**src/rtl/m2_idct_block_scheduler.sv**
```systemverilog
// Mega-state sequencer for the Milestone 2 IDCT path: walks every 8x8 block of Y, U, V and
// starts the FS/CT/CS/WS engines. Defining M2_SCHED_PERF_EN adds a saturating cycle counter.
module m2_idct_block_scheduler #(
  parameter int Y_BLOCK_COLS  = 40,
  parameter int UV_BLOCK_COLS = 20,
  parameter int BLOCK_ROWS    = 30,
  parameter int PRE_IDCT_BASE = 76800,
  parameter int U_BASE        = 38400,
  parameter int V_BASE        = 57600
) (
  input  logic        Clock,
  input  logic        Resetn,
  input  logic        Enable,
  output logic        Done,
  output logic        fs_start,
  output logic        ct_start,
  output logic        cs_start,
  output logic        ws_start,
  input  logic        fs_done,
  input  logic        ct_done,
  input  logic        cs_done,
  input  logic        ws_done,
  output logic [17:0] fs_base_addr,
  output logic [17:0] fs_row_stride,
  output logic [17:0] ws_base_addr,
  output logic [17:0] ws_row_stride,
  output logic [1:0]  sram_owner,
  output logic [31:0] cycle_count
);

  localparam int N  = (Y_BLOCK_COLS + 2 * UV_BLOCK_COLS) * BLOCK_ROWS;
  localparam int KW = $clog2(N + 1);
  localparam int CW = $clog2(Y_BLOCK_COLS + 1);
  localparam int RW = $clog2(BLOCK_ROWS + 1);
  localparam logic [KW-1:0] K_LAST = KW'(N - 1);

  typedef enum logic [2:0] {IDLE, LI_FS, MS_B, MS_A, LO_WS, FINISH} state_t;

  typedef struct packed {
    logic [1:0]    plane;
    logic [RW-1:0] r;
    logic [CW-1:0] c;
  } pos_t;

  state_t        state_reg;
  logic [KW-1:0] k_reg;
  pos_t          fs_pos_reg, ws_pos_reg;
  logic [3:0]    done_vec, start_vec, act_vec, flag_vec;
  logic          all_set, advance;

  function automatic pos_t next_pos(input pos_t p);
    pos_t n;
    int   cols;
    n    = p;
    cols = (p.plane == 2'd0) ? Y_BLOCK_COLS : UV_BLOCK_COLS;
    if (int'(p.c) == cols - 1) begin
      n.c = '0;
      if (int'(p.r) == BLOCK_ROWS - 1) begin
        n.r     = '0;
        n.plane = p.plane + 2'd1;
      end else begin
        n.r = p.r + RW'(1);
      end
    end else begin
      n.c = p.c + CW'(1);
    end
    return n;
  endfunction

  // S' rows are 8 coefficients per block column; output rows hold 2 pixels per word.
  function automatic logic [17:0] fs_addr(input pos_t p);
    logic [17:0] r18, c18, a;
    r18 = 18'(p.r);
    c18 = 18'(p.c);
    case (p.plane)
      2'd0:    a = 18'(PRE_IDCT_BASE) + r18 * 18'd2560 + (c18 << 3);
      2'd1:    a = 18'(PRE_IDCT_BASE + 76800) + r18 * 18'd1280 + (c18 << 3);
      default: a = 18'(PRE_IDCT_BASE + 115200) + r18 * 18'd1280 + (c18 << 3);
    endcase
    return a;
  endfunction

  function automatic logic [17:0] ws_addr(input pos_t p);
    logic [17:0] r18, c18, a;
    r18 = 18'(p.r);
    c18 = 18'(p.c);
    case (p.plane)
      2'd0:    a = r18 * 18'd1280 + (c18 << 2);
      2'd1:    a = 18'(U_BASE) + r18 * 18'd640 + (c18 << 2);
      default: a = 18'(V_BASE) + r18 * 18'd640 + (c18 << 2);
    endcase
    return a;
  endfunction

  assign done_vec  = {ws_done, cs_done, ct_done, fs_done};
  assign start_vec = {ws_start, cs_start, ct_start, fs_start};

  always_comb begin
    act_vec[0] = (state_reg == LI_FS) || (state_reg == MS_A && k_reg != K_LAST);
    act_vec[1] = (state_reg == MS_B);
    act_vec[2] = (state_reg == MS_A);
    act_vec[3] = (state_reg == LO_WS) || (state_reg == MS_B && k_reg != '0);
    all_set    = &(flag_vec | ~act_vec);
    advance    = all_set && (state_reg inside {LI_FS, MS_B, MS_A, LO_WS});
  end

  // A done coinciding with its own start pulse belongs to no job yet, so it is dropped.
  generate
    for (genvar gi = 0; gi < 4; gi++) begin : g_flag
      logic flag_reg;
      always_ff @(posedge Clock or negedge Resetn) begin
        if (!Resetn)
          flag_reg <= 1'b0;
        else if (advance)
          flag_reg <= 1'b0;
        else if (done_vec[gi] && act_vec[gi] && !start_vec[gi])
          flag_reg <= 1'b1;
      end
      assign flag_vec[gi] = flag_reg;
    end
  endgenerate

  always_ff @(posedge Clock or negedge Resetn) begin
    if (!Resetn) begin
      state_reg     <= IDLE;
      k_reg         <= '0;
      fs_pos_reg    <= '0;
      ws_pos_reg    <= '0;
      Done          <= 1'b0;
      fs_start      <= 1'b0;
      ct_start      <= 1'b0;
      cs_start      <= 1'b0;
      ws_start      <= 1'b0;
      fs_base_addr  <= '0;
      fs_row_stride <= '0;
      ws_base_addr  <= '0;
      ws_row_stride <= '0;
      sram_owner    <= 2'b00;
    end else begin
      Done     <= 1'b0;
      fs_start <= 1'b0;
      ct_start <= 1'b0;
      cs_start <= 1'b0;
      ws_start <= 1'b0;
      case (state_reg)
        IDLE: if (Enable) begin
          state_reg     <= LI_FS;
          k_reg         <= '0;
          fs_start      <= 1'b1;
          fs_base_addr  <= fs_addr('0);
          fs_row_stride <= 18'd320;
          fs_pos_reg    <= next_pos('0);
          ws_pos_reg    <= '0;
          sram_owner    <= 2'b01;
        end
        LI_FS: if (advance) begin
          state_reg  <= MS_B;
          ct_start   <= 1'b1;
          sram_owner <= 2'b00;
        end
        MS_B: if (advance) begin
          state_reg <= MS_A;
          cs_start  <= 1'b1;
          if (k_reg != K_LAST) begin
            fs_start      <= 1'b1;
            fs_base_addr  <= fs_addr(fs_pos_reg);
            fs_row_stride <= (fs_pos_reg.plane == 2'd0) ? 18'd320 : 18'd160;
            fs_pos_reg    <= next_pos(fs_pos_reg);
            sram_owner    <= 2'b01;
          end else begin
            sram_owner <= 2'b00;
          end
        end
        MS_A: if (advance) begin
          // Both successors start WS on the block whose CS just finished.
          ws_start      <= 1'b1;
          ws_base_addr  <= ws_addr(ws_pos_reg);
          ws_row_stride <= (ws_pos_reg.plane == 2'd0) ? 18'd160 : 18'd80;
          ws_pos_reg    <= next_pos(ws_pos_reg);
          sram_owner    <= 2'b10;
          if (k_reg != K_LAST) begin
            k_reg     <= k_reg + KW'(1);
            state_reg <= MS_B;
            ct_start  <= 1'b1;
          end else begin
            state_reg <= LO_WS;
          end
        end
        LO_WS: if (advance) begin
          state_reg  <= FINISH;
          Done       <= 1'b1;
          sram_owner <= 2'b00;
        end
        FINISH:  state_reg <= IDLE;
        default: state_reg <= IDLE;
      endcase
    end
  end

`ifdef M2_SCHED_PERF_EN
  logic [31:0] cycle_count_reg;
  always_ff @(posedge Clock or negedge Resetn) begin
    if (!Resetn)
      cycle_count_reg <= '0;
    else if (state_reg == IDLE) begin
      if (Enable)
        cycle_count_reg <= '0;
    end else if (cycle_count_reg != 32'hFFFF_FFFF)
      cycle_count_reg <= cycle_count_reg + 32'd1;
  end
  assign cycle_count = cycle_count_reg;
`else
  assign cycle_count = 32'd0;
`endif

endmodule

```
**config.mk**
```make
export PLATFORM = sky130hd
export DESIGN_NAME = m2_idct_block_scheduler
export DESIGN_NICKNAME = d
export VERILOG_FILES = /design/src/rtl/m2_idct_block_scheduler.sv
export SDC_FILE = /design/constraint.sdc
export NUM_CORES = 1
export LEC_CHECK = 0
export CAP_MARGIN = 20
export CELL_PAD_IN_SITES_DETAIL_PLACEMENT = 1
export CELL_PAD_IN_SITES_GLOBAL_PLACEMENT = 2
export CORE_UTILIZATION = 32
export DETAILED_ROUTE_END_ITERATION = 7
export GPL_TIMING_DRIVEN = 0
export PLACE_DENSITY = 0.93
export REMOVE_ABC_BUFFERS = 1
export SYNTH_ARGS = -nofsm -noshare
export SYNTH_HDL_FRONTEND = slang
export SYNTH_SLANG_ARGS = --single-unit
```
**constraint.sdc**
```tcl
create_clock -name Clock -period 3.9 [get_ports Clock]
set_clock_uncertainty 0.05 [all_clocks]
set_input_delay 1.17 -clock Clock [delete_from_list [all_inputs] [get_ports Clock]]
set_output_delay 1.17 -clock Clock [all_outputs]
set_load 0.01 [all_outputs]
```
==> results.sh, run 1 <==
export IMPL_outcome="finished clean"
export IMPL_finalSetupViolations=0
export IMPL_drt_initial_drc_count=259
export IMPL_die_w_um=140
export IMPL_layout_common_cells="dfrtp_1 (86), nand2_1 (70), conb_1 (66)"
export IMPL_crit_slowest_cell="fa_1"
export IMPL_r2r_end="fs_base_addr[15]"
export IMPL_grt_pass1_vias=4873
export IMPL_drtAntennaViolNets=0
export IMPL_dr_pass1_iters=6
export IMPL_clockBufferDepth=2
export IMPL_synthArstFlopShare=1.00
export IMPL_cp_start_kind="register"
export IMPL_min_period_ps=3190
export IMPL_synth_distinct_cells=75
export IMPL_yosys_most_used_dff="dfrtp_1"
export IMPL_syn_cell_area_um2=6090
export IMPL_postCtsSetupRepairBufs=0
export IMPL_cts_resized=0
export IMPL_end_kind="register"
export IMPL_slowest_delay_ps=560
export IMPL_synth_edff_count=0
export IMPL_reg_top3="fs_base_addr (15), ws_base_addr (15)"
export IMPL_place_congestion=0.764
export IMPL_cts_root_buf="clkbuf_16"
export IMPL_min_to="ws_base_addr[10]"
export IMPL_fp_dieArea_um2=19600
export IMPL_vias=4903
export IMPL_max_freq_mhz=313
export IMPL_worstRegToRegCells=9
export IMPL_core_um2=18700
export IMPL_p_total_uw=4980
export IMPL_remaining_drc_errors=0
export IMPL_crit_fanout=9
export IMPL_power_leakage_uw=0.00297
export IMPL_rsz0062_at_grt="no"
export IMPL_port_buffers=51
export IMPL_worstPathRequired_ps=4080
export IMPL_antenna_cells=0
export IMPL_cts_buffers=9
export IMPL_top_layer="met4"
export IMPL_ff2ff_setup_slack_ps=710
export IMPL_wl_per_cell_um=15.7
export IMPL_final_common_cell="dfrtp_1"
export IMPL_hpwl_mm=10.9
export IMPL_rows=50
export IMPL_io_pins=118
export IMPL_area_growth_syn_to_layout_pct=11.8
export IMPL_drt_total_wl_mm=15.0
export IMPL_peakVddDrop_uv=226
export IMPL_ys_warnings_count=0
export IMPL_finalNetCount=759
export IMPL_htreeDepth=3
export IMPL_initial_core_util=0.325
export IMPL_hold_path_cell_count=2
export IMPL_rr_startpoint="fs_pos_reg[7]"
export IMPL_slew_headroom=0.366
export IMPL_arrival_ps=3370
export IMPL_antenna_found_initial=0
export IMPL_max_cap_violations=0
export IMPL_vias_per_cell=5.14
export IMPL_track_usage=0.159
export IMPL_crit_buf_inv=0
export IMPL_crit_path_cell_trace="ha_1 -> ha_1 -> fa_1 -> a211oi_1 -> o32ai_1 -> a311oi_1 -> xnor2_1 -> a32oi_1 -> o21ai_1"
export IMPL_hold_start="ws_base_addr[10]"
export IMPL_clk_latency_ps=350
export IMPL_hold_path_class="register to register"
export IMPL_syn_inst=685
export IMPL_finalCritPeriodShare=0.818
export IMPL_cellPowerDensity_nw_per_um2=731
export IMPL_ys_ff_latch=86
export IMPL_path_clk_slew_ps=70
export IMPL_cts_tree="built"
export IMPL_grt_overflow_total=0
export IMPL_grt_max_degree=54
export IMPL_hold_violations=0
export IMPL_tightest_slew_ps=948
export IMPL_ctsHoldBuffers=0
export IMPL_crit_type="register to register"
export IMPL_die_h_um=140
export IMPL_cts_sinks=86
export IMPL_syn_area_per_cell_um2=8.89
export IMPL_met3_length_um=341
export IMPL_ys_seq_area_frac=0.353
export IMPL_whs_ps=431
export IMPL_dr_wl_met2_mm=7.28
export IMPL_grt_pass1_wl_mm=24.9
export IMPL_critPathMostFrequentCell="ha_1"
export IMPL_drive_above_1_share=0.0639
export IMPL_wl_met1_mm=7.08
export IMPL_path_delay_family="compound AO/OA/AOI/OAI gates"
export IMPL_drv_slew=0
[tightest hold or removal path, delay by kind of cell (launching register included)]
kind               cells  cell delay [ps]
DFF                    1              340
AOI/OAI and AO/OA      1               60
and+or+nand+nor        1               50
[layer usage]
| metal | global-route usage | vias up |
|---|---|---|
| met5 | 0 | - |
| met4 | 0.0706 | 0 |
| met3 | 0.0202 | 17 |
| met2 | 0.269 | 73 |
| met1 | 0.203 | 2463 |
| li1 | - | 2350 |
[metrics by stage]
| stage | utilization | std cells | cell area [µm²] | setup WS, ps | TNS (ps) |
|---|---|---|---|---|---|
| 5_1_grt | 0.364 | 954 | 6810 | 528 | 0 |
| 2_1_floorplan | - | 649 | 5660 | 1120 | 0 |
| 3_3_place_gp | 0.345 | 934 | 6460 | -1730 | -147930 |
| 4_1_cts | 0.364 | 954 | 6810 | 698 | 0 |
| 3_5_place_dp | 0.349 | 938 | 6540 | 440 | 0 |
| 6_report | 0.364 | 954 | 6810 | 709 | 0 |
[cells in the mapped netlist (3+ instances only)]
library cell | n | share of area
a21o_1 | 6 | 0.0074
xnor2_1 | 19 | 0.027
mux2i_1 | 4 | 0.0066
ha_1 | 35 | 0.072
o21a_1 | 4 | 0.0049
mux2_1 | 3 | 0.0055
and2_1 | 4 | 0.0041
o22ai_1 | 5 | 0.0051
or3b_1 | 3 | 0.0043
nand2b_1 | 10 | 0.010
nand3b_1 | 3 | 0.0037
nor2_1 | 43 | 0.027
nor2_2 | 3 | 0.0031
o22a_1 | 3 | 0.0043
nor3_1 | 15 | 0.012
dfrtp_1 | 86 | 0.35
o211ai_1 | 3 | 0.0037
o31ai_1 | 8 | 0.0099
nand3_1 | 25 | 0.021
a31oi_1 | 16 | 0.016
a211oi_1 | 3 | 0.0037
and3_1 | 13 | 0.013
nor3b_1 | 8 | 0.0099
nor2b_1 | 8 | 0.0082
nand4_1 | 6 | 0.0062
mux2_2 | 3 | 0.0055
a21oi_1 | 18 | 0.015
inv_1 | 22 | 0.014
buf_2 | 8 | 0.0066
o21ai_0 | 31 | 0.025
nand2_1 | 70 | 0.043
buf_4 | 74 | 0.091
clkbuf_1 | 18 | 0.011
xor2_1 | 10 | 0.014
o21ai_1 | 36 | 0.030
a221oi_1 | 8 | 0.012
[how the worst max path moves through the flow]
| stage | depth (start not counted) | endpoint | from | slack [ps] |
|---|---|---|---|---|
| 3_3_place_gp | 1 | fs_base_addr[13] | Resetn | -1730 |
| 5_1_grt | 9 | fs_base_addr[15] | fs_pos_reg[7] | 530 |
| 2_1_floorplan | 9 | fs_base_addr[15] | fs_pos_reg[7] | 1120 |
| 6_report | 9 | fs_base_addr[15] | fs_pos_reg[7] | 710 |
| 3_5_place_dp | 6 | k_reg[6] | Enable | 440 |
| 4_1_cts | 9 | fs_base_addr[15] | fs_pos_reg[7] | 700 |
[final cells by class]
type | count | area [µm²]
inverter | 24 | 90.1
multi-input combinational | 539 | 3420
sequential | 86 | 2150
fill | 2218 | 11900
clock buffer | 10 | 229
timing repair buffer | 55 | 581
tap | 234 | 293
clock inverter | 6 | 38.8
[power breakdown]
group,internal (µW),total (µW),leakage [µW],switching (µW)
Combinational,1140,2700,0.00174,1560
Sequential,1170,1460,0.00111,289
Clock,430,815,0.000128,385
[cells by family (layout without fill, tap and decap cells)]
logic type               count (synthesis)  after routing  synth area share
XOR/XNOR                                30             30            0.0444
buffers and inverters                  125             95             0.126
multiplexers                            10             10            0.0177
AND/OR/NAND/NOR                        225            225             0.190
adder cells (fa/ha/maj)                 37             37            0.0785
other                                    1             66          0.000616
flip-flops                              86             86             0.353
AO/OA/AOI/OAI                          171            171             0.189
Power figures use the tool's default switching activity.
==> run 2, diff against run 1 <==
clock period = 3.05 ns   (was 3.9 ns; I/O delays follow)
==> run 2 against run 1 <==
Compared with the run above: combinational power increased by 29%; non-clock buffer count rose by 1; total power increased by 29%; cell count rose by 0.10%; die area unchanged; highest routed layer unchanged; wire length barely moved; first-iteration DRC count shrank 5.0%.
==> results.sh, run 2 (same netlist as run 1, synthesis figures left out) <==
export IMPL_grt_pass1_vias=4881
export IMPL_crit_fanout=9
export IMPL_fp_dieArea_um2=19600
export IMPL_path_clk_slew_ps=60
export IMPL_grt_pass1_wl_mm=24.9
export IMPL_p_total_uw=6400
export IMPL_finalCritPeriodShare=0.949
export IMPL_cts_buffers=9
export IMPL_multi_input_area_um2=3450
export IMPL_tightest_slew_ps=756
export IMPL_register_area_um2=2150
export IMPL_worstPathRequired_ps=3230
export IMPL_hpwl_mm=10.9
export IMPL_vias_per_cell=5.13
export IMPL_crit_type="register to register"
export IMPL_cts_sinks=86
export IMPL_grt_overflow_total=0
export IMPL_dr_pass1_iters=6
export IMPL_layout_common_cells="dfrtp_1 (85), nand2_1 (70), conb_1 (66)"
export IMPL_rr_startpoint="fs_pos_reg[7]"
export IMPL_final_setup_worst_slack_ps=154
export IMPL_io_pins=118
export IMPL_hold_path_class="register to register"
export IMPL_r2r_end="fs_base_addr[15]"
export IMPL_max_cap_violations=0
export IMPL_final_cells=955
export IMPL_outcome="finished clean"
export IMPL_final_common_cell="dfrtp_1"
export IMPL_place_congestion=0.764
export IMPL_remaining_drc_errors=0
export IMPL_die_w_um=140
export IMPL_ff2ff_setup_slack_ps=150
export IMPL_cp_start_kind="register"
export IMPL_preCtsSetupSlack_ps=-155
export IMPL_antenna_cells=0
export IMPL_port_buffers=51
export IMPL_rows=50
export IMPL_startpoint="fs_pos_reg[7]"
export IMPL_cts_root_buf="clkbuf_16"
export IMPL_finalSetupViolations=0
export IMPL_min_period_ps=2900
export IMPL_area_growth_syn_to_layout_pct=12.4
export IMPL_die_h_um=140
export IMPL_arrival_ps=3070
export IMPL_drive_above_1_share=0.0749
export IMPL_max_freq_mhz=345
export IMPL_dp_cells=938
export IMPL_drt_total_wl_mm=15.0
export IMPL_critPathCapture="fs_base_addr[15]"
export IMPL_core_um2=18700
export IMPL_grt_max_degree=54
export IMPL_drv_slew=0
export IMPL_track_usage=0.159
export IMPL_cts_tree="built"
export IMPL_utilization=0.366
export IMPL_worstRegToRegCells=9
export IMPL_antenna_found_initial=0
export IMPL_drt_initial_drc_count=246
export IMPL_fin_setup_tns_ps=0
export IMPL_initial_core_util=0.325
export IMPL_clockBufferDepth=2
export IMPL_finalNetCount=760
export IMPL_power_leakage_uw=0.00298
export IMPL_cellPowerDensity_nw_per_um2=935
export IMPL_wl_per_cell_um=15.7
export IMPL_slew_headroom=0.495
export IMPL_htreeDepth=3
export IMPL_end_kind="register"
export IMPL_peakVddDrop_uv=289
export IMPL_clk_latency_ps=350
export IMPL_hold_violations=0
export IMPL_drtAntennaViolNets=0
export IMPL_vias=4900
export IMPL_fill_cells=2215
export IMPL_reg_top3="fs_base_addr (15), ws_base_addr (15)"
run 2: cell count changes in the layout (fill, tap and decap cells not counted):
cell,delta
a211oi_2,+1
xnor2_1,-2
fa_2,+1
xnor2_2,+2
a211oi_1,-1
nor2_1,-2
nor2_2,+2
dfrtp_1,-1
buf_4,+1
dfrtp_2,+1
fa_1,-1
run 2: area by class of cell:
type | count | share of cell area
multi-input cells | 539 | 0.504
flip-flops and latches | 86 | 0.315
repair buffers | 56 | 0.0860
well taps | 234 | 0.0428
clock buffers | 10 | 0.0335
inverters | 24 | 0.0132
clock inverters | 6 | 0.00567
run 2: worst max-delay path: stages, from the launching register on:
cell and delay, ps:
dfrtp_1 490, ha_1 340, ha_1 230, fa_2 500, a211oi_2 270, o32ai_1 110, a311oi_1 260, xnor2_1 160
a32oi_1 270, o21ai_1 90
run 2: metal layers:
| metal | vias up | GRT usage | wire length, µm |
|---|---|---|---|
| li1 | 2350 | - | - |
| met1 | 2456 | 0.203 | 7050 |
| met2 | 77 | 0.270 | 7300 |
| met3 | 17 | 0.0202 | 355 |
| met4 | 0 | 0.0706 | 312 |
| met5 | - | 0 | 0 |
run 2: how the worst min path moves through the flow:
stage                            start            endpoint  slack, ps  cells after the start
CTS                   ws_base_addr[12]    ws_base_addr[12]        440                      2
global route           ws_base_addr[8]     ws_base_addr[8]        470                      1
global placement       ws_base_addr[9]     ws_base_addr[9]        420                      2
detailed placement    ws_base_addr[10]    ws_base_addr[10]        420                      2
floorplan           g_flag[2].flag_reg  g_flag[2].flag_reg        430                      2
finish                ws_base_addr[10]    ws_base_addr[10]        430                      2
run 2: timing repair:
action | in CTS | in global routing
gates resized for setup | 3 | 4
pin swaps | 1 | 2
buffers inserted | 0 | 1
hold buffers | 0 | 0
setup endpoints to repair | 2 | 4
run 2: metrics by stage:
step	area, µm²	hold slack [ps]
floorplan	5660	429
global placement	6460	415
detailed placement	6540	424
CTS	6830	439
global route	6840	466
finish	6840	431
run 2: power by group:
group          internal [µW]  switching, µW  total, µW
Clock                    550            493       1040
Combinational           1480           2000       3480
Sequential              1500            370       1870
Total                   3530           2870       6400
==> run 3, diff against run 2 <==
ABC_AREA = 1   (was not set)
CORE_UTILIZATION = 30   (was 32)
SLEW_MARGIN = 20   (was not set)
==> run 3 against run 2 <==
Compared with the run above: non-clock buffer count is 4 lower; fmax rose by 4.2%; worst hold slack worse by 98 ps; sequential power down 11%.
==> results.sh, run 3 <==
export IMPL_synth_edff_count=0
export IMPL_crit_buf_inv=1
export IMPL_dr_pass1_iters=4
export IMPL_placed_area_um2=6570
export IMPL_die_w_um=144
export IMPL_finalSetupViolations=0
export IMPL_synth_top_area_frac=0.355
export IMPL_path_clk_slew_ps=70
export IMPL_place_congestion=0.864
export IMPL_hold_violations=0
export IMPL_cts_sinks=86
export IMPL_synth_top_cell_by_area="dfrtp_1"
export IMPL_syn_inst=814
export IMPL_area_growth_syn_to_layout_pct=13.4
export IMPL_postCtsSetupRepairBufs=0
export IMPL_drt_initial_drc_count=202
export IMPL_finalNetCount=901
export IMPL_cts_tree="built"
export IMPL_worstRegToRegCells=10
export IMPL_finalCritPeriodShare=0.911
export IMPL_max_cap_violations=0
export IMPL_grt_overflow_total=0
export IMPL_ff2ff_setup_slack_ps=270
export IMPL_die_h_um=144
export IMPL_drive_above_1_share=0.0499
export IMPL_track_usage=0.162
export IMPL_power_leakage_uw=0.00344
export IMPL_grt_max_degree=71
export IMPL_whs_ps=333
export IMPL_hold_path_class="input port to async pin"
export IMPL_max_freq_mhz=360
export IMPL_htreeDepth=3
export IMPL_startpoint="fs_pos_reg[7]"
export IMPL_crit_type="register to register"
export IMPL_port_buffers=51
export IMPL_crit_slowest_cell="fa_1"
export IMPL_ys_ff_latch=86
export IMPL_critPathCapture="fs_base_addr[14]"
export IMPL_peakVddDrop_uv=339
export IMPL_cts_root_buf="clkbuf_16"
export IMPL_rr_startpoint="fs_pos_reg[7]"
export IMPL_drtAntennaViolNets=0
export IMPL_yosysMostFrequentCell="nand2_1"
export IMPL_p_total_uw=5580
export IMPL_slowest_delay_ps=630
export IMPL_cellPowerDensity_nw_per_um2=812
export IMPL_fin_area_um2=6870
export IMPL_initial_core_util=0.308
export IMPL_cts_resized=0
export IMPL_outcome="finished clean"
export IMPL_rows=51
export IMPL_crit_fanout=8
export IMPL_syn_area_per_cell_um2=7.44
export IMPL_grt_pass1_vias=5367
export IMPL_remaining_drc_errors=0
export IMPL_drt_total_wl_mm=15.7
export IMPL_yosys_most_used_dff="dfrtp_1"
export IMPL_worstPathRequired_ps=3210
export IMPL_cp_start_kind="register"
export IMPL_slew_headroom=0.503
export IMPL_tightest_slew_ps=745
export IMPL_synth_distinct_cells=42
export IMPL_antenna_cells=0
export IMPL_reg_top3="fs_base_addr (15), ws_base_addr (15)"
export IMPL_end_kind="register"
export IMPL_grt_busiest_layer="met2"
export IMPL_arrival_ps=2940
export IMPL_vias_per_cell=4.68
export IMPL_grt_pass1_wl_mm=26.4
export IMPL_cts_buffers=9
export IMPL_fill_cells=2507
export IMPL_grtUsageMet1=0.196
export IMPL_final_common_cell="nand2_1"
export IMPL_layout_common_cells="nand2_1 (205), dfrtp_1 (86), nor2_1 (79)"
export IMPL_synth_common_cells="nand2_1 (205), dfrtp_1 (86), nor2_1 (80), inv_1 (78), buf_4 (72)"
export IMPL_use_met2=0.290
export IMPL_r2r_end="fs_base_addr[14]"
export IMPL_ctsHoldBuffers=0
export IMPL_ys_seq_area_frac=0.355
export IMPL_grtUsageMet3=0.0318
export IMPL_drv_slew=0
export IMPL_antenna_found_initial=0
export IMPL_synthArstFlopShare=1.00
export IMPL_crit_path_cell_trace="ha_1 -> ha_1 -> fa_1 -> inv_1 -> a21oi_1 -> nor2_1 -> nand2_1 -> nand2_1 -> o22ai_1 -> o21ai_0"
export IMPL_ys_top_cells_by_area="dfrtp_1 (36%), nand2_1 (13%), buf_4 (8.9%), ha_1 (7.2%), nor2_1 (5.0%)"
export IMPL_clockBufferDepth=2
export IMPL_utilization=0.350
export IMPL_fin_setup_tns_ps=0
export IMPL_path_delay_family="adder cells"
export IMPL_rsz0062_at_grt="no"
export IMPL_wl_per_cell_um=13.9
export IMPL_vias=5275
export IMPL_hpwl_mm=11.4
export IMPL_ys_warnings_count=0
export IMPL_fp_dieArea_um2=20800
export IMPL_core_um2=19700
export IMPL_clk_latency_ps=350
export IMPL_path_depth=10
export IMPL_min_period_ps=2780
export IMPL_io_pins=118
export IMPL_syn_cell_area_um2=6060
run 3: worst min path at each step:
stage | start | end | slack [ps] | depth (start not counted)
floorplan | g_flag[0].flag_reg | g_flag[0].flag_reg | 410 | 2
detailed placement | fs_base_addr[10] | fs_base_addr[10] | 410 | 2
global route | Resetn | ws_base_addr[13] | 330 | 1
CTS | Resetn | ws_base_addr[12] | 330 | 1
finish | Resetn | ws_base_addr[13] | 330 | 1
global placement | fs_base_addr[10] | fs_base_addr[10] | 400 | 2
run 3: logic make-up after synthesis:
group	share of synthesized area
and+or+nand+nor	0.281
buffers and inverters	0.150
AOI/OAI and AO/OA	0.104
DFF	0.355
adders and majority gates	0.0789
xor gates and xnor gates	0.0304
other	0.000619
run 3: area by class of cell:
cell class,instances,area [µm²],area share
clock inverters,5,58.8,0.00856
inverters,81,304,0.0443
well taps,265,332,0.0483
multi-input cells,627,3240,0.472
flip-flops and latches,86,2150,0.313
repair buffers,52,539,0.0785
clock buffers,11,243,0.0353
run 3: report_power, final:
group	switching [µW]	internal [µW]	leakage (µW)	total (µW)
Sequential	232	1430	0.00115	1660
Combinational	1810	967	0.00215	2770
Clock	484	658	0.000142	1140
Total	2520	3060	0.00344	5580
run 3: metrics by stage:
step | setup slack, ps | instances
6_report | 271 | 1127
5_1_grt | 14.6 | 1127
4_1_cts | 199 | 1127
3_5_place_dp | 225 | 1111
3_3_place_gp | -2430 | 1110
2_1_floorplan | 618 | 794
run 3: layer usage:
metal  share of wire  routed length (µm)
met1            0.45                7030
met2            0.51                8000
met3           0.028                 443
met4           0.012                 187
met5               0                   0
run 3: worst register-to-register path, cell delays in order, from the launching register on:
cell and delay [ps]:
dfrtp_1 490, ha_1 340, ha_1 230, fa_1 630, inv_1 180, a21oi_1 190
nor2_1 100, nand2_1 80, nand2_1 70, o22ai_1 180, o21ai_0 100
